==> config.mk <==
export PLATFORM = sky130hd
export DESIGN_NAME = multicycle_ctrl
export DESIGN_NICKNAME = d
export VERILOG_FILES = /design/src/rtl/multicycle_ctrl.sv
export SDC_FILE = /design/constraint.sdc
export NUM_CORES = 1
export LEC_CHECK = 0
export CAP_MARGIN = 25
export CORE_MARGIN = 1.5
export CORE_UTILIZATION = 39
export DETAILED_ROUTE_END_ITERATION = 10
export PLACE_DENSITY = 0.75
export REMOVE_ABC_BUFFERS = 1
export SETUP_SLACK_MARGIN = 0.4
export SYNTH_ARGS = -nofsm -noshare
export SYNTH_HDL_FRONTEND = slang
export SYNTH_SLANG_ARGS = --single-unit
==> constraint.sdc <==
create_clock -name clk -period 2.7 [get_ports clk]
set_input_delay 0.54 -clock clk [delete_from_list [all_inputs] [get_ports clk]]
set_output_delay 0.54 -clock clk [all_outputs]
set_load 0.01 [all_outputs]
==> src/rtl/multicycle_ctrl.sv <==
// Multicycle RV32I-style control FSM: FETCH/DECODE/EXEC/MEM/WB sequencing with
// memory handshakes and per-class datapath selects.
// Optional feature macro: ILLEGAL_TRAP_EN (illegal opcode parks the FSM in TRAP
// until reset; otherwise an illegal opcode retires as a NOP).
module multicycle_ctrl (
  input  logic       clk,
  input  logic       rst_n,
  input  logic [6:0] opcode,
  input  logic       imem_ready,
  input  logic       dmem_ready,
  input  logic       branch_taken,
  output logic       imem_req,
  output logic       ir_write,
  output logic [2:0] imm_sel,
  output logic [1:0] alu_src_a,
  output logic       alu_src_b,
  output logic       dmem_req,
  output logic       dmem_we,
  output logic       reg_write,
  output logic [1:0] wb_sel,
  output logic       pc_write,
  output logic [1:0] pc_src,
  output logic       retire,
  output logic       trap,
  output logic [2:0] state
);

  localparam int unsigned OPC_W   = 7;
  localparam int unsigned STATE_W = 3;
  localparam int unsigned CLS_W   = 4;

  localparam logic [OPC_W-1:0] OPC_OP     = 7'b0110011;
  localparam logic [OPC_W-1:0] OPC_OPIMM  = 7'b0010011;
  localparam logic [OPC_W-1:0] OPC_LOAD   = 7'b0000011;
  localparam logic [OPC_W-1:0] OPC_STORE  = 7'b0100011;
  localparam logic [OPC_W-1:0] OPC_BRANCH = 7'b1100011;
  localparam logic [OPC_W-1:0] OPC_LUI    = 7'b0110111;
  localparam logic [OPC_W-1:0] OPC_AUIPC  = 7'b0010111;
  localparam logic [OPC_W-1:0] OPC_JAL    = 7'b1101111;
  localparam logic [OPC_W-1:0] OPC_JALR   = 7'b1100111;

  typedef enum logic [STATE_W-1:0] {
    S_FETCH  = 3'd0,
    S_DECODE = 3'd1,
    S_EXEC   = 3'd2,
    S_MEM    = 3'd3,
    S_WB     = 3'd4,
    S_TRAP   = 3'd5
  } state_t;

  typedef enum logic [CLS_W-1:0] {
    CL_OP, CL_OPIMM, CL_LOAD, CL_STORE, CL_BRANCH,
    CL_LUI, CL_AUIPC, CL_JAL, CL_JALR, CL_ILLEGAL
  } cls_t;

  // Immediate format codes for the immediate generator
  localparam logic [2:0] IMM_I = 3'd0;
  localparam logic [2:0] IMM_S = 3'd1;
  localparam logic [2:0] IMM_B = 3'd2;
  localparam logic [2:0] IMM_U = 3'd3;
  localparam logic [2:0] IMM_J = 3'd4;

  state_t state_q, state_d;
  cls_t   cls_q, dec_cls;
  logic   run_q;

  // Map a raw opcode to its instruction class
  function automatic cls_t classify(input logic [OPC_W-1:0] op);
    cls_t c;
    case (op)
      OPC_OP:     c = CL_OP;
      OPC_OPIMM:  c = CL_OPIMM;
      OPC_LOAD:   c = CL_LOAD;
      OPC_STORE:  c = CL_STORE;
      OPC_BRANCH: c = CL_BRANCH;
      OPC_LUI:    c = CL_LUI;
      OPC_AUIPC:  c = CL_AUIPC;
      OPC_JAL:    c = CL_JAL;
      OPC_JALR:   c = CL_JALR;
      default:    c = CL_ILLEGAL;
    endcase
    return c;
  endfunction

  // Immediate format required by each class (OP and illegal use 0)
  function automatic logic [2:0] imm_of(input cls_t c);
    logic [2:0] f;
    case (c)
      CL_LOAD, CL_JALR, CL_OPIMM: f = IMM_I;
      CL_STORE:                   f = IMM_S;
      CL_BRANCH:                  f = IMM_B;
      CL_LUI, CL_AUIPC:           f = IMM_U;
      CL_JAL:                     f = IMM_J;
      default:                    f = 3'd0;
    endcase
    return f;
  endfunction

  assign dec_cls = classify(opcode);

  // State, run flag and latched opcode class
  always_ff @(posedge clk or negedge rst_n) begin
    if (!rst_n) begin
      state_q <= S_FETCH;
      run_q   <= 1'b0;
      cls_q   <= CL_ILLEGAL;
    end else begin
      state_q <= state_d;
      run_q   <= 1'b1;
      if (state_q == S_DECODE) cls_q <= dec_cls;
    end
  end

  // Next-state and control decode from current state and class
  always_comb begin
    state_d   = state_q;
    imem_req  = 1'b0;
    ir_write  = 1'b0;
    imm_sel   = 3'd0;
    alu_src_a = 2'd0;
    alu_src_b = 1'b0;
    dmem_req  = 1'b0;
    dmem_we   = 1'b0;
    reg_write = 1'b0;
    wb_sel    = 2'd0;
    pc_write  = 1'b0;
    pc_src    = 2'd0;
    case (state_q)
      S_FETCH: begin
        imem_req = run_q;
        if (run_q && imem_ready) begin
          ir_write = 1'b1;
          state_d  = S_DECODE;
        end
      end
      S_DECODE: begin
        imm_sel = imm_of(dec_cls);
        if (dec_cls == CL_ILLEGAL) begin
`ifdef ILLEGAL_TRAP_EN
          state_d = S_TRAP;
`else
          state_d  = S_FETCH;
          pc_write = 1'b1;
`endif
        end else begin
          state_d = S_EXEC;
        end
      end
      S_EXEC: begin
        imm_sel = imm_of(cls_q);
        case (cls_q)
          CL_LUI:   begin alu_src_a = 2'd2; alu_src_b = 1'b1; end
          CL_AUIPC: begin alu_src_a = 2'd1; alu_src_b = 1'b1; end
          CL_OP:    begin alu_src_a = 2'd0; alu_src_b = 1'b0; end
          default:  begin alu_src_a = 2'd0; alu_src_b = 1'b1; end
        endcase
        case (cls_q)
          CL_LOAD, CL_STORE: state_d = S_MEM;
          CL_BRANCH: begin
            state_d  = S_FETCH;
            pc_write = 1'b1;
            pc_src   = branch_taken ? 2'd1 : 2'd0;
          end
          default: state_d = S_WB;
        endcase
      end
      S_MEM: begin
        imm_sel  = imm_of(cls_q);
        dmem_req = 1'b1;
        dmem_we  = (cls_q == CL_STORE);
        if (dmem_ready) begin
          if (cls_q == CL_STORE) begin
            state_d  = S_FETCH;
            pc_write = 1'b1;
          end else begin
            state_d = S_WB;
          end
        end
      end
      S_WB: begin
        imm_sel   = imm_of(cls_q);
        reg_write = 1'b1;
        pc_write  = 1'b1;
        state_d   = S_FETCH;
        case (cls_q)
          CL_LOAD: wb_sel = 2'd1;
          CL_JAL:  begin wb_sel = 2'd2; pc_src = 2'd1; end
          CL_JALR: begin wb_sel = 2'd2; pc_src = 2'd2; end
          default: wb_sel = 2'd0;
        endcase
      end
      S_TRAP: begin
`ifdef ILLEGAL_TRAP_EN
        state_d = S_TRAP;
`else
        state_d = S_FETCH;
`endif
      end
      default: state_d = S_FETCH;
    endcase
  end

  assign retire = pc_write;
  assign state  = state_q;

  // Sticky illegal-opcode flag: TRAP is only left through reset
`ifdef ILLEGAL_TRAP_EN
  assign trap = (state_q == S_TRAP);
`else
  assign trap = 1'b0;
`endif

endmodule

; ---- Word-level counts from Yosys, hierarchy flattened
; Memory sizes are Yosys's and may differ from the RTL's.
; Cells that the tools add are included.
[classes]
n_addsub = 0
mul = 0
div_mod_pow = 0
n_lt_le_gt_ge = 0
n_eq_ne = 23
shift = 0
muxes = 29
n_bitwise = 0
reduce_logical = 6
[op_table]
columns = op, count
row1 = $pmux W4 S9, 1
row2 = $pmux W3 S4, 2
row3 = $eq A7 B6 Y1 const B, 3
row4 = $eq A7 B7 Y1 const B, 3
row5 = $eq A4 B3 Y1 const B, 4
row6 = $pmux W2 S2, 4
row7 = $eq A7 B5 Y1 const B, 2
row8 = $mux W1, 14
row9 = $mux W3, 3
row10 = $eq A4 B2 Y1 const B, 2
row11 = $eq A4 B4 Y1 const B, 2
row12 = $eq A7 B2 Y1 const B, 1
row13 = $eq A3 B2 Y1 const B, 2
row14 = $mux W2, 3
row15 = $pmux W3 S2, 1
row16 = $logic_not A4 Y1, 1
row17 = $ne A2 B2 Y1 const B, 2
row18 = $pmux W1 S4, 1
row19 = $reduce_or A2 Y1, 2
row20 = $eq A3 B1 Y1 const B, 1
row21 = $eq A3 B3 Y1 const B, 1
row22 = $logic_not A3 Y1, 1
row23 = $reduce_and A2 Y1, 1
row24 = $logic_and A1 B1 Y1, 1
[word_totals]
regBits = 8
latch_bits = 0
ramBits = 0
romBits = 192
output_inout_bits = 21
memories = 4
[memory_table]
columns = name, words, width, rd, rd_clocked_by_memory_dff, write_ports, line
row1 = (name not given), 16, 3, 1, 0, 0, 88  ; case (c)
row2 = (name not given), 16, 3, 1, 0, 0, 88
row3 = (name not given), 16, 3, 1, 0, 0, 88
row4 = (name not given), 16, 3, 1, 0, 0, 88

; ---- Depth between registers and ports, before layout
; Gate-level depths: netlist of run 1.
[depth]
word_depth = 5
mapped_depth = 10
depth_no_buf = 9

; ---- Worst setup path before layout of run 1
; Ideal clock, no wire load.
[synth_timing]
path_kind = input to output
start = input port opcode[2]
end = output port imm_sel[0]
t_arrival_ns = 2.194
required_ns = 2.160
setup_slack_ns = -0.034
cell_stages = 10
cell_sequence = buf_2 -> and3b_1 -> o21bai_1 -> a21oi_1 -> nor2_1 -> ha_1 -> inv_1 -> a2111oi_0 -> nor2_1 -> o32ai_1
[synth_via]
elab_chain_cells = 4
[synth_lines]
columns = element, line
row1 = from (decl), 8  ; input logic [6:0] opcode,
row2 = $eq A7 B7 Y1 (tied with other cells), 70  ; case (op)
row3 = $pmux W4 S9 (*), 70
row4 = net dec_cls[1], 64  ; cls_t cls_q, dec_cls;
row5 = $mem_v2 Z16 W3 (*), -
row6 = $pmux W3 S4 (*), 128  ; case (state_q)
row7 = to (decl), 14  ; output logic [2:0] imm_sel,
; The timed path passes the listed nets; every way through them passes the cells marked *.

; ---- Worst setup path after layout of run 1
; Ends and elaborated chain as after synthesis.

==> impl_metrics.env, run 1 <==
export IMPL_status="finished, violations left"
export IMPL_violations="negative setup slack"
export IMPL_hpwl_um=2026
export IMPL_final_cells=202
export IMPL_fin_crit_ns=2.805
export IMPL_path_max_fanout=2
export IMPL_slowest_delay_ns=0.31
export IMPL_yosysTopAreaCellShare=0.1690
export IMPL_routabilityCongestion=0.9083
export IMPL_nFillCells=165
export IMPL_synthFlopType="dfrtp_1"
export IMPL_num_nets_final=194
export IMPL_wl_per_cell_um=13.46
export IMPL_grt_pass1_wl_um=4326
export IMPL_seq_area_frac_synth=0.2282
export IMPL_coreArea_mm2=0.002191
export IMPL_initial_core_util=0.4055
export IMPL_finalHoldViolations=0
export IMPL_first_iter_violations=8
export IMPL_final_max_slew_viol_count=0
export IMPL_boundaryPins=33
export IMPL_setup_viol=1
export IMPL_clockRootBuffer="clkbuf_4"
export IMPL_port_buffers=31
export IMPL_max_cap_violations=0
export IMPL_fin_crit_sh=1.039
export IMPL_clockBufferDepth=2
export IMPL_wl_um=2718
export IMPL_cp_arrival_ns=2.26
export IMPL_vias=1061
export IMPL_power_uw=373.3
export IMPL_die_area_mm2=0.002573
export IMPL_vdd_drop_max_v=0.0002173
export IMPL_dp_cells=188
export IMPL_hp_class="flop to flop"
export IMPL_worst_path_most_repeated_cell="nor2_1"
export IMPL_final_cell_area_mm2=0.001583
export IMPL_dr_pass1_iters=4
export IMPL_critPathRequiredTime_ns=2.16
export IMPL_route_detailed_drc=0
export IMPL_async_flop_share=1.000
export IMPL_final_cell_mix="buf_4, nor2_1, nand2_1"
export IMPL_rows=17
export IMPL_track_usage=0.2192
export IMPL_fmax_mhz=356.5
export IMPL_synth_enable_flop_cells=0
export IMPL_post_synth_instance_area_um2=888.4
export IMPL_drtAntennaViolNets=0
export IMPL_rsz0062_at_grt="yes"
export IMPL_clk_pin_slew_ns=0.05
export IMPL_cts_tree="built"
export IMPL_clock_latency_ns=0.24
export IMPL_vias_per_cell=5.252
export IMPL_skew_ns=0.0005324
export IMPL_grt_pass1_vias=1027
export IMPL_synth_warnings=0
export IMPL_p_per_area_mw_per_mm2=235.9
export IMPL_startpoint_type="input port"
export IMPL_rrSetupSlack_ns=1.23
export IMPL_syn_to_final_growth_pct=78.17
export IMPL_cts_sinks=8
export IMPL_antenna_found_initial=0
export IMPL_tns_ns=-0.1047
export IMPL_synth_distinct_cells=42
export IMPL_die_width_um=50.73
export IMPL_overflow=0
export IMPL_utilization=0.7224
export IMPL_antenna_cells=0
export IMPL_cts_buffers=3
export IMPL_ys_ff_latch=8
export IMPL_cpMaxStageDelayCell="ha_1"
export IMPL_fin_ws_ns=-0.1047
export IMPL_path_cells="buf_6, and3b_1, o21bai_4, a21oi_2, nor2_1, ha_1, inv_1, a2111oi_4, nor2_1, o32ai_2, buf_2"
export IMPL_fp_dieH_um=50.73
export IMPL_grt_max_degree=10
export IMPL_synth_top_cell_by_area="dfrtp_1"
export IMPL_syn_area_per_cell_um2=8.003
export IMPL_cts_htree_levels=1
export IMPL_criticalPathCategory="input port to primary output"
export IMPL_leakagePower_nw=0.7906
export IMPL_hold_buffers=0
export IMPL_seq_area_um2=203.9
export IMPL_place_area_mm2=0.001374
export IMPL_setup_worst_path_end_class="primary output"
export IMPL_yosys_top_cells_area="dfrtp_1, ha_1, nor2_1"
export IMPL_final_common_cell="buf_4"
export IMPL_multi_input_comb_area_um2=724.4
export IMPL_syn_inst=111
export IMPL_drive_gt1_frac=0.4483
[metal layers]
metal,wire (µm),global-route usage,vias to the layer above
li1,-,-,516
met2,1492,0.4539,41
met3,113,0.01488,6
met4,67,0.07658,0
met1,1044,0.2239,498
met5,0,0,-
[what timing repair did]
item / in CTS / in global routing
gates resized for setup: 55 / 21
setup buffers: 9 / 2
pin swaps: 13 / 12
endpoints found under the setup margin: 13 / 11
[power breakdown]
part	internal [mW]	leakage (nW)	switching, mW
Combinational	0.0791	0.677	0.0740
Clock	0.0505	0.0138	0.0354
Sequential	0.127	0.0997	0.00685
Total	0.257	0.791	0.116
[synth_stat cells, types with 2 or more instances]
cell and instances:
buf_4 2, nor2_1 16, dfstp_2 2, dfrtp_1 6, a31oi_1 2, inv_1 7
o22ai_1 5, a211oi_1 3, conb_1 2, o21ai_0 3, nand3b_1 2, buf_2 2
and3_1 5, nand2_1 13, nor2b_1 3, ha_1 6, o32ai_1 2, a21oi_1 6
[cell families after synthesis]
group	after synthesis	share of synthesized area
mux	2	0.02394
other cells	2	0.008454
compound gates	30	0.2690
simple gates	48	0.2972
buf+inv	14	0.07887
flops	8	0.2282
fa+ha+maj	6	0.08450
xor+xnor	1	0.009861
[worst max-delay path: cells and delay by family]
| kind | cells | cell delay (ns) |
|---|---|---|
| adder cells (fa/ha/maj) | 1 | 0.31 |
| buffers and inverters | 3 | 0.34 |
| AO/OA/AOI/OAI | 4 | 0.73 |
| AND/OR/NAND/NOR | 3 | 0.34 |
[worst paths after layout]
kind | start | endpoint | cells after the start
min in group asynchronous | rst_n | state[1] | 1
max in group asynchronous | rst_n | cls_q[3] | 1
min reg2reg | cls_q[3] | cls_q[3] | 2
max reg2reg | cls_q[0] | state[2] | 5
max | opcode[2] | imm_sel[0] | 11
min | cls_q[3] | cls_q[3] | 2
[metrics by stage]
stage / hold slack [ns] / worst slack [ns]
4_1_cts: 0.5310 / -0.1237
5_1_grt: 0.5693 / -0.2089
6_report: 0.5572 / -0.1047
3_3_place_gp: 0.5195 / -0.8718
3_5_place_dp: 0.5184 / -0.9746
2_1_floorplan: 0.2444 / 0.1266
[area by class of cell]
class	instances	share of cell area
multi-input combinational	89	0.4577
sequential	8	0.1289
clock buffer	3	0.01423
tap	28	0.02213
timing repair buffer	66	0.3557
inverter	8	0.02134
[sequential cells by signal, summed over array words and instances (netlist names)]
register	cells
run_q	1
cls_q	4
state	3
No activity file was read; power rests on OpenSTA's default activity.
==> run 2, diff against run 1 <==
--- a/config.mk
+++ b/config.mk
@@ -6,10 +6,12 @@
 export NUM_CORES = 1
 export LEC_CHECK = 0
 export CAP_MARGIN = 25
+export CELL_PAD_IN_SITES_DETAIL_PLACEMENT = 1
+export CELL_PAD_IN_SITES_GLOBAL_PLACEMENT = 1
 export CORE_MARGIN = 1.5
-export CORE_UTILIZATION = 39
+export CORE_UTILIZATION = 28
 export DETAILED_ROUTE_END_ITERATION = 10
-export PLACE_DENSITY = 0.75
+export PLACE_DENSITY_LB_ADDON = 0.1
 export REMOVE_ABC_BUFFERS = 1
 export SETUP_SLACK_MARGIN = 0.4
 export SYNTH_ARGS = -nofsm -noshare
==> run 2 against run 1 <==
  * Critical path depth stayed put
  * Largest cell class unchanged
  * Highest routed layer is now met3
  * Maximum frequency up 0.55%
  * The flow still finishes with violations (negative setup slack)
  * Clock skew grew 0.00070 ns
  * Core utilization shrank 19 points
  * Register-to-register slack got worse by 0.07 ns
  * Sequential power about the same
  * Sequential cell count unchanged
  * Power rose by 1.3%
  * Clock-buffer cell count stayed put
==> impl_metrics.env, run 2 (synthesized netlist as in run 1, its figures left out) <==
export IMPL_die_area_mm2=0.003519
export IMPL_first_iter_violations=42
export IMPL_criticalPathCategory="input port to primary output"
export IMPL_place_area_mm2=0.001386
export IMPL_die_width_um=59.33
export IMPL_tns_ns=-0.08952
export IMPL_status="finished, violations left"
export IMPL_rsz0062_at_grt="yes"
export IMPL_final_cell_area_mm2=0.001623
export IMPL_largest_reg_flops=4
export IMPL_hp_class="input port to async pin"
export IMPL_cts_sinks=8
export IMPL_fin_crit_ns=2.790
export IMPL_rows=20
export IMPL_boundaryPins=33
export IMPL_grt_pass1_vias=1033
export IMPL_grt_max_degree=10
export IMPL_startpoint_type="input port"
export IMPL_cp_arrival_ns=2.25
export IMPL_final_common_cell="buf_4"
export IMPL_cts_tree="built"
export IMPL_p_per_area_mw_per_mm2=233.0
export IMPL_fin_ws_ns=-0.08952
export IMPL_setup_viol=1
export IMPL_fmax_mhz=358.5
export IMPL_coreArea_mm2=0.003028
export IMPL_utilization=0.5360
export IMPL_power_uw=378.1
export IMPL_vias=1047
export IMPL_initial_core_util=0.2934
export IMPL_port_buffers=31
export IMPL_dr_pass1_iters=4
export IMPL_fp_dieH_um=59.33
export IMPL_max_cap_violations=0
export IMPL_fin_crit_sh=1.033
export IMPL_violations="negative setup slack"
export IMPL_drtAntennaViolNets=0
export IMPL_r2r_cells=6
export IMPL_critPathRequiredTime_ns=2.16
export IMPL_syn_to_final_growth_pct=82.68
export IMPL_final_max_slew_viol_count=0
export IMPL_final_cell_mix="buf_4, nor2_1, nand2_1"
export IMPL_cts_htree_levels=1
export IMPL_routabilityCongestion=0.7852
export IMPL_route_detailed_drc=0
export IMPL_finalHoldViolations=0
export IMPL_overflow=0
export IMPL_hpwl_um=2365
export IMPL_cts_buffers=3
export IMPL_path_max_fanout=4
export IMPL_num_nets_final=195
export IMPL_vdd_drop_max_v=0.0002764
export IMPL_antenna_found_initial=0
export IMPL_antenna_cells=0
export IMPL_wl_um=3103
export IMPL_top_register="cls_q"
export IMPL_clock_latency_ns=0.24
export IMPL_clockRootBuffer="clkbuf_4"
export IMPL_drive_gt1_frac=0.4800
export IMPL_skew_ns=0.001231
export IMPL_clockBufferDepth=2
export IMPL_holdWs_ns=0.5533
export IMPL_setup_worst_path_end_class="primary output"
export IMPL_leakagePower_nw=0.7460
export IMPL_wl_per_cell_um=14.17
export IMPL_clk_pin_slew_ns=0.05
export IMPL_track_usage=0.1793
export IMPL_grt_pass1_wl_um=4892
export IMPL_vias_per_cell=4.781
-- run 2: area by class of cell --
| cell class | count | area (µm²) |
|---|---|---|
| inverter | 8 | 30.03 |
| clock buffer | 3 | 22.52 |
| tap | 44 | 55.05 |
| fill | 373 | 1405 |
| multi-input combinational | 89 | 748.2 |
| sequential | 8 | 206.4 |
| timing repair buffer | 67 | 560.5 |
-- run 2: power breakdown --
group	switching [mW]	internal, mW
Sequential	0.00875	0.128
Clock	0.0323	0.0503
Combinational	0.0762	0.0826
-- run 2: metal layers --
| layer | vias up | GRT usage | part of all wire |
|---|---|---|---|
| met5 | - | 0 | 0 |
| met4 | 0 | 0.03896 | 0 |
| met3 | 0 | 0.006550 | 0.026 |
| met2 | 18 | 0.2873 | 0.49 |
| met1 | 505 | 0.2668 | 0.49 |
| li1 | 524 | - | - |
-- run 2: path summary, 6_finish.rpt --
path | startpoint | end | slack (ns)
setup / recovery | opcode[4] | imm_sel[0] | -0.09
hold / removal | rst_n | state[0] | 0.55
setup reg to reg | cls_q[0] | state[1] | 1.16
hold reg to reg | cls_q[3] | cls_q[3] | 0.57
max in group asynchronous | rst_n | cls_q[3] | 1.86
min in group clk | cls_q[3] | cls_q[3] | 0.57
-- run 2: per-stage QoR --
stage	worst slack (ns)	cells
2_1_floorplan	0.1266	105
3_3_place_gp	-0.9114	203
3_5_place_dp	-1.003	203
4_1_cts	-0.1110	214
5_1_grt	-0.2045	219
6_report	-0.08952	219
-- run 2: timing repair --
action                     in CTS  in global routing
hold buffers                    0                  0
setup endpoints to repair      13                  6
gates cloned                    0                  0
resized for setup              62                 24
buffers inserted                8                  5
pin swaps                      16                 10
-- run 2: worst max-delay path, stage by stage --
cell and delay (ns):
buf_8 0.10, and3b_2 0.21, o21bai_4 0.17, a21oi_2 0.15, nor2_1 0.06, ha_1 0.29, inv_1 0.07, a2111oi_4 0.28
nor2_1 0.09, o32ai_2 0.11, buf_2 0.17
==> run 3, diff against run 2 <==
--- a/config.mk
+++ b/config.mk
@@ -9,7 +9,7 @@
 export CELL_PAD_IN_SITES_DETAIL_PLACEMENT = 1
 export CELL_PAD_IN_SITES_GLOBAL_PLACEMENT = 1
 export CORE_MARGIN = 1.5
-export CORE_UTILIZATION = 28
+export CORE_UTILIZATION = 31
 export DETAILED_ROUTE_END_ITERATION = 10
 export PLACE_DENSITY_LB_ADDON = 0.1
 export REMOVE_ABC_BUFFERS = 1
==> constraint.sdc (replaced) <==
create_clock -name clk -period 2.6 [get_ports clk]
set_input_delay 0.52 -clock clk [delete_from_list [all_inputs] [get_ports clk]]
set_output_delay 0.52 -clock clk [all_outputs]
set_load 0.01 [all_outputs]
==> run 3 against run 2 <==
  * The flow still finishes with violations (negative setup slack)
  * Worst hold slack got worse by 0.018 ns
  * Sequential cell count did not move
  * Non-clock buffer count rose by 10
  * Via count rose by 7.5%
  * Final cell count fell by 0.91%
  * Largest cell class unchanged
  * Highest routed layer unchanged
  * Register-to-register slack got worse by 0.09 ns
  * Sequential share of layout area fell by 0.29 points
  * Critical endpoint unchanged
  * Routed wire length rose by 6.8%
  * Worst setup slack got worse by 0.054 ns
==> impl_metrics.env, run 3 (synthesized netlist as in run 1, its figures left out) <==
export IMPL_status="finished, violations left"
export IMPL_violations="negative setup slack"
export IMPL_cts_sinks=8
export IMPL_p_switching_uw=133.2
export IMPL_final_cell_mix="buf_4, nor2_1, dlygate4sd2_1"
export IMPL_cp_arrival_ns=2.22
export IMPL_fin_crit_sh=1.055
export IMPL_drive_gt1_frac=0.5161
export IMPL_hp_class="input port to async pin"
export IMPL_skew_ns=0.008725
export IMPL_grt_pass1_vias=1176
export IMPL_r2r_start="cls_q[0]"
export IMPL_comb_power_share=0.415
export IMPL_boundaryPins=33
export IMPL_holdWs_ns=0.5353
export IMPL_criticalPathCategory="input port to primary output"
export IMPL_seq_power_share=0.336
export IMPL_pre_cts_ws_ns=-1.043
export IMPL_initial_core_util=0.3249
export IMPL_place_area_mm2=0.001393
export IMPL_drtAntennaViolNets=0
export IMPL_num_nets_final=205
export IMPL_p_int_uw=281.4
export IMPL_syn_to_final_growth_pct=85.77
export IMPL_overflow=0
export IMPL_fin_ws_ns=-0.1435
export IMPL_coreArea_mm2=0.002734
export IMPL_critPathCapture="imm_sel[0]"
export IMPL_vias=1126
export IMPL_setup_worst_path_end_class="primary output"
export IMPL_top_register="cls_q"
export IMPL_p_per_area_mw_per_mm2=251.2
export IMPL_clockBufferDepth=2
export IMPL_r2r_cells=6
export IMPL_crit_start="opcode[2]"
export IMPL_die_width_um=56.53
export IMPL_cts_buffers=3
export IMPL_path_max_fanout=2
export IMPL_hpwl_um=2390
export IMPL_leakagePower_nw=0.7781
export IMPL_dr_pass1_iters=4
export IMPL_vias_per_cell=5.189
export IMPL_grt_max_degree=10
export IMPL_fin_crit_ns=2.744
export IMPL_antenna_found_initial=0
export IMPL_track_usage=0.2078
export IMPL_wl_um=3314
export IMPL_fp_dieH_um=56.53
export IMPL_hold_buffers=0
export IMPL_final_cells=217
export IMPL_clockRootBuffer="clkbuf_4"
export IMPL_dp_cells=193
export IMPL_critPathRequiredTime_ns=2.08
export IMPL_finalHoldViolations=0
export IMPL_p_clk_frac=0.250
export IMPL_vdd_drop_max_v=0.0002619
export IMPL_final_cell_area_mm2=0.001650
export IMPL_switching_share=0.3212
export IMPL_final_common_cell="buf_4"
export IMPL_cts_tree="built"
export IMPL_die_area_mm2=0.003196
export IMPL_largest_reg_flops=4
export IMPL_final_max_slew_viol_count=0
export IMPL_clock_latency_ns=0.25
export IMPL_power_uw=414.6
export IMPL_routabilityCongestion=0.7653
export IMPL_setup_viol=1
export IMPL_r2r_end="state[1]"
export IMPL_nFillCells=344
export IMPL_rrSetupSlack_ns=1.07
export IMPL_grt_pass1_wl_um=5340
export IMPL_max_cap_violations=0
export IMPL_wl_per_cell_um=15.27
export IMPL_antenna_cells=0
export IMPL_startpoint_type="input port"
export IMPL_fmax_mhz=364.5
export IMPL_route_detailed_drc=0
export IMPL_clk_pin_slew_ns=0.06
export IMPL_cts_htree_levels=1
export IMPL_rsz0062_at_grt="yes"
export IMPL_first_iter_violations=12
export IMPL_port_buffers=31
export IMPL_rows=19
==> run 3: power by group through the flow <==
stage / Clock, mW / Sequential [mW] / Combinational, mW
CTS: 0.103 / 0.139 / 0.158
global route: 0.119 / 0.140 / 0.185
floorplan: 0 / 0.142 / 0.0531
detailed placement: 0 / 0.142 / 0.138
global placement: 0 / 0.142 / 0.133
finish: 0.104 / 0.139 / 0.172
==> run 3: layout make-up <==
cell class,count,area [µm²],share of cell area
clock buffers,4,26.28,0.01592
inverters,8,30.03,0.01820
multi-input cells,89,725.7,0.4397
flip-flops and latches,8,205.2,0.1243
well taps,31,38.79,0.02350
repair buffers,77,624.3,0.3783
==> run 3: worst min-delay path by stage <==
| stage | slack, ns | cells after the start | end | start |
|---|---|---|---|---|
| 5_1_grt | 0.55 | 1 | cls_q[2] | rst_n |
| 6_report | 0.54 | 1 | cls_q[2] | rst_n |
| 2_1_floorplan | 0.22 | 0 | cls_q[1] | rst_n |
| 3_3_place_gp | 0.53 | 2 | cls_q[3] | cls_q[3] |
| 4_1_cts | 0.55 | 2 | cls_q[3] | cls_q[3] |
| 3_5_place_dp | 0.54 | 2 | cls_q[3] | cls_q[3] |
==> run 3: repair_timing <==
action / CTS / global route
pin swaps: 14 / 9
gates resized for setup: 76 / 19
gates cloned: 0 / 0
setup buffers: 16 / 4
endpoints found under the setup margin: 17 / 8
==> run 3: worst max-delay path: stages <==
cell and delay (ns):
buf_6 0.09, and3b_1 0.18, o21bai_4 0.17, a21oi_2 0.17
nor2_1 0.07, ha_1 0.33, inv_2 0.06, a2111oi_4 0.28
nor2_1 0.08, o32ai_1 0.10, buf_2 0.17
==> run 3: metal layers <==
| layer | wire length, µm | track usage |
|---|---|---|
| met4 | 0 | 0.04082 |
| met3 | 89 | 0.01382 |
| met5 | 0 | 0 |
| met1 | 1277 | 0.2205 |
| met2 | 1947 | 0.4336 |
==> run 3: per-stage QoR <==
step	setup TNS [ns]	utilization
after detailed placement	-2.740	0.5094
after global placement	-2.525	0.5094
final	-0.1435	0.6037
after CTS	-0.2030	0.5794
after global routing	-0.2777	0.6037
after floorplan	0	-
